===== config.mk =====
export PLATFORM = sky130hd
export DESIGN_NAME = vga_frame_scanner
export DESIGN_NICKNAME = d
export VERILOG_FILES = /design/src/rtl/vga_pkg.sv /design/src/rtl/vga_timing_gen.sv /design/src/rtl/vga_frame_scanner.sv
export SDC_FILE = /design/constraint.sdc
export NUM_CORES = 1
export LEC_CHECK = 0
export CAP_MARGIN = 20
export CORE_ASPECT_RATIO = 0.6
export CORE_MARGIN = 8
export CORE_UTILIZATION = 30
export DETAILED_ROUTE_END_ITERATION = 8
export PLACE_DENSITY_LB_ADDON = 0.3
export SYNTH_ARGS = -nofsm -noshare
export SYNTH_HDL_FRONTEND = slang
export SYNTH_HIERARCHICAL = 1
export SYNTH_SLANG_ARGS = --single-unit

===== constraint.sdc =====
create_clock -name clk -period 10.8 [get_ports clk]
set_input_delay 3.24 -clock clk [delete_from_list [all_inputs] [get_ports clk]]
set_output_delay 3.24 -clock clk [all_outputs]
set_load 0.02 [all_outputs]

===== src/rtl/vga_pkg.sv =====
// vga_pkg: shared timing, colour and pipeline types for the VGA scan engine.
// Default 640x480@60 timing lives here so every instance can start from it.
package vga_pkg;

    typedef struct packed {
        logic [15:0] h_active;
        logic [15:0] h_fp;
        logic [15:0] h_sync;
        logic [15:0] h_bp;
        logic [15:0] v_active;
        logic [15:0] v_fp;
        logic [15:0] v_sync;
        logic [15:0] v_bp;
    } vga_timing_t;

    localparam vga_timing_t VGA_640x480 = '{
        h_active: 16'd640,
        h_fp:     16'd16,
        h_sync:   16'd96,
        h_bp:     16'd48,
        v_active: 16'd480,
        v_fp:     16'd10,
        v_sync:   16'd2,
        v_bp:     16'd33
    };

    typedef enum logic {
        MODE_GRAY   = 1'b0,
        MODE_RGB332 = 1'b1
    } colour_mode_t;

    typedef struct packed {
        logic [7:0] r;
        logic [7:0] g;
        logic [7:0] b;
    } rgb24_t;

    // One pixel's worth of control travelling alongside the RAM read.
    typedef struct packed {
        logic         visible;
        logic         hsync;
        logic         vsync;
        logic         frame_start;
        logic         line_start;
        colour_mode_t mode;
    } scan_ctl_t;

    function automatic rgb24_t expand_pixel(input logic [7:0] p,
                                            input colour_mode_t m);
        rgb24_t c;
        if (m == MODE_RGB332) begin
            c.r = {p[7:5], p[7:5], p[7:6]};
            c.g = {p[4:2], p[4:2], p[4:3]};
            c.b = {4{p[1:0]}};
        end else begin
            c.r = p;
            c.g = p;
            c.b = p;
        end
        return c;
    endfunction

endpackage


===== src/rtl/vga_timing_gen.sv =====
// vga_timing_gen: horizontal/vertical scan counters and their decode.
// Strobes are forced low while en is low so the downstream pipe drains.
module vga_timing_gen
    import vga_pkg::*;
#(
    parameter int H_ACTIVE = 640,
    parameter int H_FP     = 16,
    parameter int H_SYNC   = 96,
    parameter int H_BP     = 48,
    parameter int V_ACTIVE = 480,
    parameter int V_FP     = 10,
    parameter int V_SYNC   = 2,
    parameter int V_BP     = 33,
    parameter int HW       = 10,
    parameter int VW       = 10
) (
    input  logic          clk,
    input  logic          rst,
    input  logic          en,
    output logic [HW-1:0] hs,
    output logic [VW-1:0] vs,
    output logic          visible,
    output logic          hsync_act,
    output logic          vsync_act,
    output logic          frame_start,
    output logic          line_start
);

    localparam int H_TOTAL = H_ACTIVE + H_FP + H_SYNC + H_BP;
    localparam int V_TOTAL = V_ACTIVE + V_FP + V_SYNC + V_BP;

    localparam logic [HW-1:0] H_LAST = HW'(H_TOTAL - 1);
    localparam logic [VW-1:0] V_LAST = VW'(V_TOTAL - 1);
    localparam logic [HW-1:0] H_VIS  = HW'(H_ACTIVE);
    localparam logic [VW-1:0] V_VIS  = VW'(V_ACTIVE);
    localparam logic [HW-1:0] HS_ON  = HW'(H_ACTIVE + H_FP);
    localparam logic [HW-1:0] HS_OFF = HW'(H_ACTIVE + H_FP + H_SYNC - 1);
    localparam logic [VW-1:0] VS_ON  = VW'(V_ACTIVE + V_FP);
    localparam logic [VW-1:0] VS_OFF = VW'(V_ACTIVE + V_FP + V_SYNC - 1);

    // Scan counters: park at (0,0) while disabled, wrap together at frame end.
    always_ff @(posedge clk or posedge rst) begin
        if (rst) begin
            hs <= '0;
            vs <= '0;
        end else if (!en) begin
            hs <= '0;
            vs <= '0;
        end else if (hs == H_LAST) begin
            hs <= '0;
            vs <= (vs == V_LAST) ? '0 : vs + 1'b1;
        end else begin
            hs <= hs + 1'b1;
        end
    end

    // Position decode; visible stays ungated because it also masks the address.
    always_comb begin
        visible     = (hs < H_VIS) && (vs < V_VIS);
        hsync_act   = en && (hs >= HS_ON) && (hs <= HS_OFF);
        vsync_act   = en && (vs >= VS_ON) && (vs <= VS_OFF);
        frame_start = en && (hs == '0) && (vs == '0);
        line_start  = en && (hs == '0);
    end

endmodule


===== src/rtl/vga_frame_scanner.sv =====
// vga_frame_scanner: VGA timing, framebuffer fetch and 8->24 bit colour expansion.
// Optional VGA_TESTPATTERN_EN adds tp_sel to swap RAM pixels for colour bars.
module vga_frame_scanner
    import vga_pkg::*;
#(
    parameter int H_ACTIVE   = int'(VGA_640x480.h_active),
    parameter int H_FP       = int'(VGA_640x480.h_fp),
    parameter int H_SYNC     = int'(VGA_640x480.h_sync),
    parameter int H_BP       = int'(VGA_640x480.h_bp),
    parameter int V_ACTIVE   = int'(VGA_640x480.v_active),
    parameter int V_FP       = int'(VGA_640x480.v_fp),
    parameter int V_SYNC     = int'(VGA_640x480.v_sync),
    parameter int V_BP       = int'(VGA_640x480.v_bp),
    parameter bit SYNC_POL   = 1'b0,
    parameter int SCALE_LOG2 = 0,
    parameter int RD_LAT     = 2,
    parameter int ADDR_W     = 19
) (
    input  logic              clk,
    input  logic              rst,
    input  logic              en,
    input  logic              mode,
`ifdef VGA_TESTPATTERN_EN
    input  logic              tp_sel,
`endif
    output logic [ADDR_W-1:0] mem_addr,
    input  logic [7:0]        mem_rdata,
    output logic              vga_hsync,
    output logic              vga_vsync,
    output logic              sync_blank,
    output logic              sync_b,
    output logic [7:0]        red,
    output logic [7:0]        green,
    output logic [7:0]        blue,
    output logic              frame_start,
    output logic              line_start
);

    localparam int H_TOTAL = H_ACTIVE + H_FP + H_SYNC + H_BP;
    localparam int V_TOTAL = V_ACTIVE + V_FP + V_SYNC + V_BP;
    localparam int HW = ($clog2(H_TOTAL) > 10) ? $clog2(H_TOTAL) : 10;
    localparam int VW = ($clog2(V_TOTAL) > 1) ? $clog2(V_TOTAL) : 1;

    localparam logic [ADDR_W-1:0] LINE_PIX = ADDR_W'(H_ACTIVE >> SCALE_LOG2);

    logic [HW-1:0]     hs;
    logic [VW-1:0]     vs;
    logic              visible;
    logic              hsync_act;
    logic              vsync_act;
    logic              fs_raw;
    logic              ls_raw;
    logic [ADDR_W-1:0] row;
    logic [ADDR_W-1:0] col;
    colour_mode_t      mode_q;
    scan_ctl_t         ctl_in;
    scan_ctl_t         ctl_pipe [RD_LAT];
    scan_ctl_t         ctl_out;
    rgb24_t            pix_rgb;

    vga_timing_gen #(
        .H_ACTIVE (H_ACTIVE),
        .H_FP     (H_FP),
        .H_SYNC   (H_SYNC),
        .H_BP     (H_BP),
        .V_ACTIVE (V_ACTIVE),
        .V_FP     (V_FP),
        .V_SYNC   (V_SYNC),
        .V_BP     (V_BP),
        .HW       (HW),
        .VW       (VW)
    ) u_timing (
        .clk         (clk),
        .rst         (rst),
        .en          (en),
        .hs          (hs),
        .vs          (vs),
        .visible     (visible),
        .hsync_act   (hsync_act),
        .vsync_act   (vsync_act),
        .frame_start (fs_raw),
        .line_start  (ls_raw)
    );

    // Replicated framebuffer address; parked at 0 outside the active area.
    always_comb begin
        row      = ADDR_W'(vs >> SCALE_LOG2);
        col      = ADDR_W'(hs >> SCALE_LOG2);
        mem_addr = visible ? (row * LINE_PIX + col) : '0;
    end

    // Colour mode is latched once per frame, at the first pixel.
    always_ff @(posedge clk or posedge rst) begin
        if (rst) begin
            mode_q <= MODE_GRAY;
        end else if (fs_raw) begin
            mode_q <= colour_mode_t'(mode);
        end
    end

    // Control word for this pixel; the frame's first pixel uses the fresh mode.
    always_comb begin
        ctl_in             = '0;
        ctl_in.visible     = visible && en;
        ctl_in.hsync       = hsync_act;
        ctl_in.vsync       = vsync_act;
        ctl_in.frame_start = fs_raw;
        ctl_in.line_start  = ls_raw;
        ctl_in.mode        = fs_raw ? colour_mode_t'(mode) : mode_q;
    end

    // Delay line matching the RAM read latency; en low feeds idle words.
    always_ff @(posedge clk or posedge rst) begin
        if (rst) begin
            for (int i = 0; i < RD_LAT; i++) begin
                ctl_pipe[i] <= '0;
            end
        end else begin
            ctl_pipe[0] <= ctl_in;
            for (int i = 1; i < RD_LAT; i++) begin
                ctl_pipe[i] <= ctl_pipe[i-1];
            end
        end
    end

    assign ctl_out = ctl_pipe[RD_LAT-1];

`ifdef VGA_TESTPATTERN_EN
    logic [3:0] tp_pipe [RD_LAT];
    logic [3:0] tp_out;

    // Bar select travels with the pixel so bars share the RAM path latency.
    always_ff @(posedge clk or posedge rst) begin
        if (rst) begin
            for (int i = 0; i < RD_LAT; i++) begin
                tp_pipe[i] <= '0;
            end
        end else begin
            tp_pipe[0] <= {tp_sel, hs[9:7]};
            for (int i = 1; i < RD_LAT; i++) begin
                tp_pipe[i] <= tp_pipe[i-1];
            end
        end
    end

    assign tp_out = tp_pipe[RD_LAT-1];
`endif

    // Pixel colour source: expanded RAM data or, optionally, colour bars.
    always_comb begin
        pix_rgb = expand_pixel(mem_rdata, ctl_out.mode);
`ifdef VGA_TESTPATTERN_EN
        if (tp_out[3]) begin
            pix_rgb.r = {8{tp_out[2]}};
            pix_rgb.g = {8{tp_out[1]}};
            pix_rgb.b = {8{tp_out[0]}};
        end
`endif
    end

    // Output register: sync, blanking, pulses and colour leave together.
    always_ff @(posedge clk or posedge rst) begin
        if (rst) begin
            vga_hsync   <= ~SYNC_POL;
            vga_vsync   <= ~SYNC_POL;
            sync_blank  <= 1'b0;
            frame_start <= 1'b0;
            line_start  <= 1'b0;
            red         <= 8'd0;
            green       <= 8'd0;
            blue        <= 8'd0;
        end else begin
            vga_hsync   <= ctl_out.hsync ? SYNC_POL : ~SYNC_POL;
            vga_vsync   <= ctl_out.vsync ? SYNC_POL : ~SYNC_POL;
            sync_blank  <= ctl_out.visible;
            frame_start <= ctl_out.frame_start;
            line_start  <= ctl_out.line_start;
            red         <= ctl_out.visible ? pix_rgb.r : 8'd0;
            green       <= ctl_out.visible ? pix_rgb.g : 8'd0;
            blue        <= ctl_out.visible ? pix_rgb.b : 8'd0;
        end
    end

    assign sync_b = 1'b1;

endmodule

==> metrics.md, run 1 <==
| Metric | Value |
|---|---|
| Share of post-route cells with drive strength above 1 | 8.10% |
| Skew-Pair Late Insertion Delay | approximately 0.32 ns |
| Post-Route Setup TNS | 0 ns |
| Drt pass-1 iters | 7 |
| Setup CP Type | reg -> out |
| Post_cts resized | 0 |
| Worst slew pin tran | 0.850 ns |
| Status | finished clean |
| Crit path setup slack, layout | roughly 3.9 ns |
| Fin crit share | roughly 64% |
| Main flop type after synthesis | dfrtp_1 |
| Syn Inst Count | 329 |
| Sequential element share of the synthesized area | 45.3% |
| Worst slack, placed | between 4 and 5 ns |
| Setup crit start kind | register |
| Antenna violations before repair | 0 |
| Die Width | 153 um |
| Synth Register Bits | a little over 60 |
| Iteration-0 DRC Markers | 130 |
| Vias/cell | roughly 4.9 |
| Core area | 11,100 um2 |
| Tmin final | 6.94 ns |
| Synthesized area per cell | 10.3 um2 |
| Layout fillers | 1,104 |
| Hold buffers post-CTS | 0 |
| Largest net degree at the start of global routing | 30 |
| Post-Syn Area | 3370 um2 |
| Reported max-cap violation count | 0 |
| Fin. Hold Viols | 0 |
| Clock tree buffer depth | 2 |
| Chip height | 98.1 um |
| Hold crit path type | reg -> reg |
| Footprint of the multi-input gates | 1730 um2 |
| Clock slew at reported path FFs | 0.05 ns |
| FP Rows | 30 |
| GP Congestion | 0.842 |
| Ports | 61 |
| Total number of vias | between 2k and 3k |
| Synth unique cells | 59 |
| CTS root buffer | clkbuf_16 |
| Warnings, synthesis | 6 |
| Post-CTS setup buffer count | 0 |
| H-tree depth | 3 |
| Post-synthesis net count | 366 |
| Worst path arrival time | 3.70 ns |
| First-pass GRT wire length | about 14,000 um |
| Drt drc | 0 |
| Hold slack final | 0.345 ns |
| Post-synth EDFFs | 0 |
| Fmax achieved | between 0.1 and 0.15 GHz |
| Final setup fails | 0 |
| Ys async rst share | between 90% and 100% |
| LEAKAGE | 0.00197 uW |
| Routed WL per cell | 15.2 um |
| Data required time at the worst endpoint | 7.56 ns |
| Congestion Overflow GR | 0 |
| HPWL after detailed placement | approximately 6200 um |
| RSZ-0062 raised after global routing | no |
| DRT Wirelength | roughly 8000 um |
| Starting Density | 30.4% |
| CTS Buf Count | 9 |
| Vias in the first global route | 2,670 |
| Skew final | between 0.005 and 0.006 ns |
| CP Max Fanout | 8 |
| CP Capture Type | output pin |
| Ant. Diodes | 0 |
| Syn-to-layout area delta | 31.8% |
| CTS tree | done |
| FF+latch area | 1530 um2 |
| VDD IR max | 0.0901 mV |
| Clock Sinks | 61 |
| Total die area | approximately 15,000 um2 |
| Nets | 427 |
| Worst slew margin | 42.7% |
| Total track usage | between 10% and 20% |
| PwrDens | 148 nW/um2 |
| Max Slew Vio Count | 0 |
| Antenna-violating nets left | 0 |
| # port buffers | between 50 and 60 |
-- worst max-delay path: stages, from the launching register on --
cell and delay [ns]:
dfrtp_1 0.49, ha_1 0.35, ha_1 0.24, fa_1 0.42, a21o_1 0.24, a21oi_1 0.26, xor2_1 0.14, nor4_4 0.33
nand4_1 0.15, a21boi_2 0.15, clkdlybuf4s50_1 0.61
-- registers in the layout, summed over array words and instances (netlist names) --
signal	flops
u_timing/hs	10
u_timing/vs	10
blue	8
green	8
red	8
ctl_out	6
ctl_pipe	6
frame_start	1
line_start	1
sync_blank	1
vga_hsync	1
vga_vsync	1
-- cell type report --
cell class,count,area share [%]
clock buffers,10,5.38
multi-input cells,242,38.8
well taps,144,4.05
clock inverters,6,2.48
inverters,15,1.27
flip-flops and latches,61,34.4
repair buffers,61,13.6
-- stage by stage --
step           area (um2)  utilization, %  power, uW  cells
4_1_cts              4440            39.9        667    538
3_5_place_dp         4090            36.8        331    522
5_1_grt              4450            40.0        686    539
6_report             4450            40.0        657    539
2_1_floorplan        3370               -        294    329
3_3_place_gp         4090            36.8        330    522
-- power by group --
part	switching [uW]	internal [uW]
Combinational	37.2	34.0
Sequential	10.9	244
Clock	100	231
-- path summary, 6_finish.rpt --
check / slack [ns] / cells after the start / to / startpoint
worst max-delay path: 3.86 / 10 / mem_addr[18] / u_timing/vs[1]
worst min-delay path: 0.34 / 1 / vga_hsync / ctl_out[4]
worst max register to register: 8.20 / 6 / u_timing/vs[2] / u_timing/vs[1]
worst min register to register: 0.34 / 1 / vga_hsync / ctl_out[4]
max in group asynchronous: 6.82 / 2 / u_timing/hs[8] / rst
min in group asynchronous: 3.22 / 2 / red[7] / rst
-- Yosys cell counts, drive strengths merged, types with 3 or more instances --
cell / count / area [um2]
nor2: 13 / 48.8
or2: 4 / 25.0
nor4: 4 / 40.0
o31ai: 4 / 35.0
mux2: 3 / 33.8
nand2b: 7 / 43.8
clkbuf: 6 / 22.5
a21oi: 17 / 88.8
and3: 5 / 36.3
nand2: 24 / 90.1
xor2: 9 / 78.8
nand4: 7 / 43.8
a21o: 4 / 30.0
o21ai: 15 / 75.1
buf: 5 / 40.0
dfrtp: 59 / 1480
or4: 4 / 30.0
and2: 22 / 138
nand3: 14 / 70.1
a21boi: 13 / 101
nor3: 7 / 35.0
or3: 6 / 37.5
inv: 15 / 56.3
ha: 23 / 288
xnor2: 9 / 78.8
-- layer usage --
layer / global-route usage [%] / wire length [um] / part of all wire, % / up-vias
li1: - / - / - / 1307
met1: 16.4 / 4230 / 52 / 1267
met2: 15.9 / 3430 / 42 / 66
met3: 4.10 / 443 / 5.4 / 8
met4: 3.03 / 76 / 0.93 / 0
met5: 0 / 0 / 0 / -
-- placed cells by master, fill, tap and decap left out, types with 3 or more instances in the layout --
cell type,n
bufinv_16,3
clkdlybuf4s50_1,59
nand3_1,14
a21oi_1,16
ha_1,23
and2_1,22
clkbuf_16,9
nor4_1,3
or3_1,6
o31ai_1,3
a21boi_0,11
o21ai_0,12
a21o_1,4
inv_1,14
nand2b_1,7
nor2_1,13
o21ai_1,3
nand2_1,24
and3_1,4
or4_1,4
xor2_1,9
nor3_1,7
mux2_2,3
or2_1,3
xnor2_1,9
dfrtp_1,59
nand4_1,7
-- kinds of logic (layout without fill, tap and decap cells) --
family                     Yosys count  count (layout)  share of synthesized area, %
muxes                                3               3                          1.00
and+or+nand+nor                    128             128                          21.6
xor gates and xnor gates            18              18                          4.67
adders and majority gates           25              25                          9.72
buffers and inverters               26              92                          3.52
other                                1               1                         0.111
DFF                                 61              61                          45.3
AOI/OAI and AO/OA                   67              67                          14.0
Power figures use the tool's default switching activity.
==> run 2, diff against run 1 <==
- clock period: 10.8 -> 6.6 ns (I/O delays scaled with it)
==> run 2 against run 1 <==
  * Global-route usage down 0.32 points
  * Sequential share of layout area rose by 0.42 points
  * First-iteration DRC count increased by 5.4%
==> metrics.md, run 2 (same netlist as run 1, synthesis figures left out) <==
| Metric | Value |
|---|---|
| Core area | 11,100 um2 (unchanged) |
| First-pass GRT wire length | 13,600 um (-3.3%) |
| Worst path arrival time | 3.69 ns (about the same) |
| Final setup fails | 0 (unchanged) |
| Clock Sinks | 61 (unchanged) |
| Setup CP Type | reg -> out |
| Total number of vias | 2,606 (-1.6%) |
| Antenna violations before repair | 0 (unchanged) |
| Crit path max-delay family | adder cells |
| Critical path depth in cells | 10 (unchanged) |
| DRT Wirelength | 8080 um (-1.2%) |
| Total track usage | 11.2% (-0.32 points) |
| Drt pass-1 iters | 4 (-3) |
| Grt met1 use | 15.8% (-0.67 points) |
| RSZ-0062 raised after global routing | no |
| Hold crit path type | reg -> reg |
| H-tree depth | 3 (unchanged) |
| Worst slew pin tran | 0.861 ns (+0.0117 ns) |
| Clock slew at reported path FFs | 0.05 ns (about the same) |
| Antenna-violating nets left | 0 (unchanged) |
| Ports | 61 (unchanged) |
| Hold buffers post-CTS | 0 (unchanged) |
| R2R Path End | u_timing/vs[8] |
| GP Congestion | 0.842 (about the same) |
| CP Max Fanout | 8 (unchanged) |
| Hold path endpoint | ctl_out[5] |
| Ant. Diodes | 0 (unchanged) |
| Starting Density | 30.4% (unchanged) |
| Busiest grt layer | met2 |
| WHS Path Cells | 0 (-1) |
| Syn-to-layout area delta | 30.2% |
| Vias in the first global route | 2,590 (-3.0%) |
| Die Width | 153 um (unchanged) |
| Largest net degree at the start of global routing | 30 (unchanged) |
| M3 GR Usage | 3.88% (-0.22 points) |
| Reported max-cap violation count | 0 (unchanged) |
| Iteration-0 DRC Markers | 137 (+5.4%) |
| VDD IR max | 0.128 mV (+42%) |
| Post-CTS setup buffer count | 0 (unchanged) |
| Congestion Overflow GR | 0 (unchanged) |
| Post-Route Setup TNS | 0 ns (unchanged) |
| HPWL after detailed placement | 6190 um (about the same) |
| FF-to-FF path depth | 6 (unchanged) |
| Post_cts resized | 0 (unchanged) |
| Peak per-stage delay on the critical path | 0.61 ns (about the same) |
| Skew-Pair Late Insertion Delay | 0.32 ns (about the same) |
| Routed WL per cell | 15.0 um (-1.2%) |
| Layout fillers | 1,102 (-0.18%) |
| Nets | 427 (unchanged) |
| Setup crit start kind | register |
| Skew final | 0.00391 ns (-0.00151 ns) |
| WP buf/inv | 1 (unchanged) |
| Fin. Hold Viols | 0 (unchanged) |
| Fmax achieved | 0.176 GHz |
| Total die area | 15,000 um2 (unchanged) |
| Power, Total | 981 uW (+49%) |
| Fin crit share | 85.9% |
| CTS Buf Count | 9 (unchanged) |
| CP max stage cell | clkdlybuf4s50_1 |
| Most frequent CP cell | ha_1 |
| Met2 global-route usage | 16.0% (+0.10 points) |
| # port buffers | 59 (unchanged) |
| Most frequent cells in the layout | dfrtp_1, clkdlybuf4s50_1, nand2_1 |
| Vias/cell | 4.83 (-1.6%) |
| Hold_sp | ctl_pipe[11] |
| Chip height | 98.1 um (unchanged) |
| Top flop regs | u_timing/hs (10), u_timing/vs (10) |
| Drt drc | 0 (unchanged) |
| CP Capture Type | output pin |
| CTS tree | done |
| Max Slew Vio Count | 0 (unchanged) |
| Worst slew margin | 42.0% (-0.79 points) |
| CTS root buffer | clkbuf_16 |
| Tmin final | 5.67 ns |
| PwrDens | 223 nW/um2 (+51%) |
| Critical path, cell by cell | ha_1, ha_1, fa_1, a21o_1, a21oi_1, xor2_1, nor4_4, nand4_1, a21boi_2, clkdlybuf4s50_1 |
| R2r setup slk | 4.02 ns (-4.18 ns) |
| Data required time at the worst endpoint | 4.62 ns (-2.94 ns) |
| FP Rows | 30 (unchanged) |
| LEAKAGE | 0.00196 uW (-0.91%) |
| Share of post-route cells with drive strength above 1 | 8.10% (unchanged) |
| FF-to-FF Start | u_timing/vs[1] |
| Status | finished clean |
| Clock tree buffer depth | 2 (unchanged) |
run 2: cell types whose count changed in the layout (fill, tap and decap cells not counted), sizes merged:
cell and delta:
bufinv -2, clkbuf -1, clkinv +4, clkinvlp -1
run 2: how the worst max path moves through the flow:
| stage | start | end | slack, ns |
|---|---|---|---|
| after floorplan | u_timing/vs[1] | mem_addr[14] | 1.93 |
| after global placement | u_timing/vs[1] | mem_addr[16] | 1.36 |
| after detailed placement | u_timing/vs[1] | mem_addr[18] | 1.25 |
| after CTS | u_timing/vs[1] | mem_addr[18] | 0.89 |
| after global routing | u_timing/vs[1] | mem_addr[18] | 0.72 |
| final | u_timing/vs[1] | mem_addr[18] | 0.93 |
run 2: power breakdown:
group          internal [uW]  switching [uW]
registers                399            17.6
clock network            289             158
logic                   55.6            61.1
run 2: routing by layer:
metal	routed length (um)	share of wire (%)
met5	0	0
met4	49	0.61
met3	392	4.9
met2	3430	42
met1	4200	52
run 2: layout make-up:
class                   instances  area (um2)  share of cell area [%]
multi-input cells             242        1730                    39.3
flip-flops and latches         61        1530                    34.8
repair buffers                 61         609                    13.9
clock buffers                   9         225                    5.13
well taps                     144         180                    4.10
clock inverters                 7        66.3                    1.51
inverters                      15        56.3                    1.28
run 2: metrics by stage:
step                utilization (%)  cells  instance area [um2]  setup slack [ns]  hold slack [ns]
global route                   39.5    539                 4390             0.718            0.349
CTS                            39.4    538                 4380             0.889            0.346
finish                         39.5    539                 4390             0.928            0.344
global placement               36.8    522                 4090              1.36            0.336
detailed placement             36.8    522                 4090              1.25            0.335
floorplan                         -    329                 3370              1.93            0.331
==> run 3, diff against run 2 <==
- SYNTH_HIERARCHICAL: 1 -> not set
==> run 3 against run 2 <==
  * Via count is 8.3% lower
  * Total power is 5.0% higher
  * Register-to-register slack better by 0.13 ns
  * Die area is 4.3% lower
  * Clock-buffer cell count stayed put
  * Critical path depth stayed put
  * Fmax is 6.2% lower
  * First-iteration DRC count is 3.6% higher
  * Synthesized area is 5.0% lower
  * Sequential power hardly changed
  * Hold slack better by 0.00099 ns
  * Critical endpoint unchanged
==> metrics.md, run 3 <==
| Metric | Value |
|---|---|
| Status | finished clean |
| Fmax achieved | 0.165 GHz (-6.2%) |
| Ports | 61 (unchanged) |
| Layout Cells excl Fill | 518 (-3.9%) |
| Synthesized area per cell | 10.3 um2 (+0.17%) |
| Antenna-violating nets left | 0 (unchanged) |
| Power, Total | 1030 uW (+5.0%) |
| Vias/cell | 4.61 (-4.6%) |
| Sequential element share of the synthesized area | 47.7% (+2.4 points) |
| Post-synthesis net count | 350 (-4.4%) |
| Nets | 412 (-3.5%) |
| CP Capture Type | output pin |
| Clock Sinks | 61 (unchanged) |
| Ranking of synthesized cells by area | dfrtp_1, ha_1, xor2_1, nor2_1, and2_1 |
| Fin. Hold Viols | 0 (unchanged) |
| Hold buffers post-CTS | 0 (unchanged) |
| Post-synth EDFFs | 0 (unchanged) |
| Skew final | 0.00502 ns (+0.00110 ns) |
| Ys async rst share | 100% (unchanged) |
| Routed WL per cell | 14.2 um (-4.9%) |
| Synth unique cells | 50 (-15%) |
| Post-synth top cells | dfrtp_1, nor2_1, ha_1 |
| Most frequent CP cell | ha_1 |
| Core area | 10,500 um2 (-5.6%) |
| Syn-to-layout area delta | 33.0% |
| GP Congestion | 0.838 (-0.50%) |
| Max Slew Vio Count | 0 (unchanged) |
| Share of post-route cells with drive strength above 1 | 7.92% (-0.19 points) |
| Reported max-cap violation count | 0 (unchanged) |
| Iteration-0 DRC Markers | 142 (+3.6%) |
| Drt pass-1 iters | 4 (unchanged) |
| Most frequent cells in the layout | dfrtp_1, clkdlybuf4s50_1, nor2_1 |
| Post-CTS setup buffer count | 0 (unchanged) |
| Warnings, synthesis | 0 (-6) |
| LEAKAGE | 0.00196 uW (+0.29%) |
| Post_cts resized | 0 (unchanged) |
| Setup crit start kind | register |
| Cell taking the most area after synthesis | dfrtp_1 |
| WP buf/inv | 1 (unchanged) |
| Vias in the first global route | 2,509 (-3.1%) |
| Skew-Pair Late Insertion Delay | 0.32 ns (about the same) |
| # port buffers | 59 (unchanged) |
| Data required time at the worst endpoint | 4.62 ns (about the same) |
| Antenna violations before repair | 0 (unchanged) |
| First-pass GRT wire length | 12,400 um (-8.2%) |
| Post-Route Setup TNS | 0 ns (unchanged) |
| Post-Syn Area | 3200 um2 (-5.0%) |
| Tmin final | 6.05 ns (+0.378 ns) |
| Die Width | 149 um (-2.3%) |
| Synth Register Bits | 61 (unchanged) |
| Largest net degree at the start of global routing | 62 (+110%) |
| Most numerous cell in the Yosys netlist | dfrtp_1 |
| Top flop regs | u_timing.hs (10), u_timing.vs (10) |
| Main flop type after synthesis | dfrtp_1 |
| Peak per-stage delay on the critical path | 0.63 ns (+0.02 ns) |
| Syn Inst Count | 312 (-5.2%) |
| FP Rows | 29 (-3.3%) |
| Chip height | 96.1 um (-2.1%) |
| Worst slew pin tran | 0.773 ns (-0.0880 ns) |
| Share of the synthesized area in the top cell type | 46.1% (+2.3 points) |
| VDD IR max | 0.138 mV (+7.9%) |
| DRT Wirelength | 7380 um (-8.6%) |
| H-tree depth | 3 (unchanged) |
| Layout fillers | 1,010 (-8.3%) |
| Starting Density | 30.6% (+0.20 points) |
| Worst path arrival time | 4.07 ns (+0.38 ns) |
| Clock tree buffer depth | 2 (unchanged) |
| HPWL after detailed placement | 5430 um (-12%) |
| Final setup fails | 0 (unchanged) |
| Fin crit share | 91.7% (+5.7 points) |
| Hold crit path type | reg -> reg |
| CP max stage cell | clkdlybuf4s50_1 |
| Placed insts | 502 (-3.8%) |
| Worst slew margin | 48.5% (+6.5 points) |
| Congestion Overflow GR | 0 (unchanged) |
| Total number of vias | 2,389 (-8.3%) |
| Critical path, cell by cell | ha_1, ha_1, fa_1, a211oi_2, or2_1, nand2_1, or4_4, or4_1, a21oi_1, clkdlybuf4s50_1 |
| Crit path max-delay family | simple AND/OR/NAND/NOR gates |
| Ant. Diodes | 0 (unchanged) |
| PwrDens | 242 nW/um2 (+8.1%) |
| Clock slew at reported path FFs | 0.05 ns (about the same) |
| Setup CP Type | reg -> out |
| Total track usage | 10.9% (-0.24 points) |
| CP Max Fanout | 11 (+3) |
| CTS root buffer | clkbuf_16 |
| Total die area | 14,400 um2 (-4.3%) |
| CTS tree | done |
| RSZ-0062 raised after global routing | no |
| Drt drc | 0 (unchanged) |
| CTS Buf Count | 9 (unchanged) |
[run 3: changes by cell type in the layout (fill, tap and decap cells not counted), sizes merged, moves of 4 or more]
cell,delta
a21boi,-4
nor2,+16
and2,-5
clkinv,-6
xor2,+6
a21oi,-7
[run 3: kinds of logic after synthesis]
group	count (synthesis)	share of synthesized area (%)
buffers and inverters	22	2.81
adder cells (fa/ha/maj)	26	10.6
multiplexers	2	0.703
AO/OA/AOI/OAI	51	10.4
XOR/XNOR	27	7.38
other	1	0.117
AND/OR/NAND/NOR	122	20.3
flip-flops	61	47.7
[run 3: per-layer routing]
metal | GRT usage, % | wire (um) | up-vias
li1 | - | - | 1203
met1 | 14.8 | 3740 | 1131
met2 | 16.2 | 3130 | 44
met3 | 4.23 | 429 | 11
met4 | 2.76 | 87 | 0
met5 | 0 | 0 | -
[run 3: path summary, 6_finish.rpt]
kind / startpoint / to / slack [ns] / cells after the start
worst min-delay path: ctl_out[1] / line_start / 0.35 / 0
min in group asynchronous: rst / green[2] / 2.20 / 3
max in group asynchronous: rst / u_timing.vs[1] / 3.88 / 3
worst max-delay path: u_timing.vs[1] / mem_addr[18] / 0.55 / 10
worst max register to register: u_timing.hs[5] / ctl_pipe[6] / 4.15 / 5
worst min register to register: ctl_out[1] / line_start / 0.35 / 0
[run 3: area by class of cell]
type | instances | area, um2 | share of cell area [%]
clock buffers | 9 | 225 | 5.28
clock inverters | 7 | 98.8 | 2.32
inverters | 12 | 45.0 | 1.06
multi-input cells | 229 | 1590 | 37.2
flip-flops and latches | 61 | 1530 | 35.9
well taps | 139 | 174 | 4.08
repair buffers | 61 | 606 | 14.2
[run 3: per-stage QoR]
| stage | hold WS [ns] | cell area (um2) | utilization, % | worst slack [ns] |
|---|---|---|---|---|
| 2_1_floorplan | 0.331 | 3200 | - | 1.48 |
| 3_3_place_gp | 0.334 | 3940 | 37.6 | 0.960 |
| 3_5_place_dp | 0.335 | 3940 | 37.6 | 0.909 |
| 4_1_cts | 0.347 | 4260 | 40.7 | 0.528 |
| 5_1_grt | 0.354 | 4260 | 40.7 | 0.362 |
| 6_report | 0.345 | 4260 | 40.7 | 0.551 |
[run 3: worst register-to-register path, cell delays in order, from the launching register on]
cell and delay [ns]:
dfrtp_1 0.44, or3_1 0.43, or4b_1 0.52, nor4_2 0.33, and3_1 0.28, mux2_1 0.33
[run 3: report_power, final]
group / switching, uW / internal (uW)
logic: 59.4 / 53.0
clock network: 170 / 331
registers: 16.9 / 399
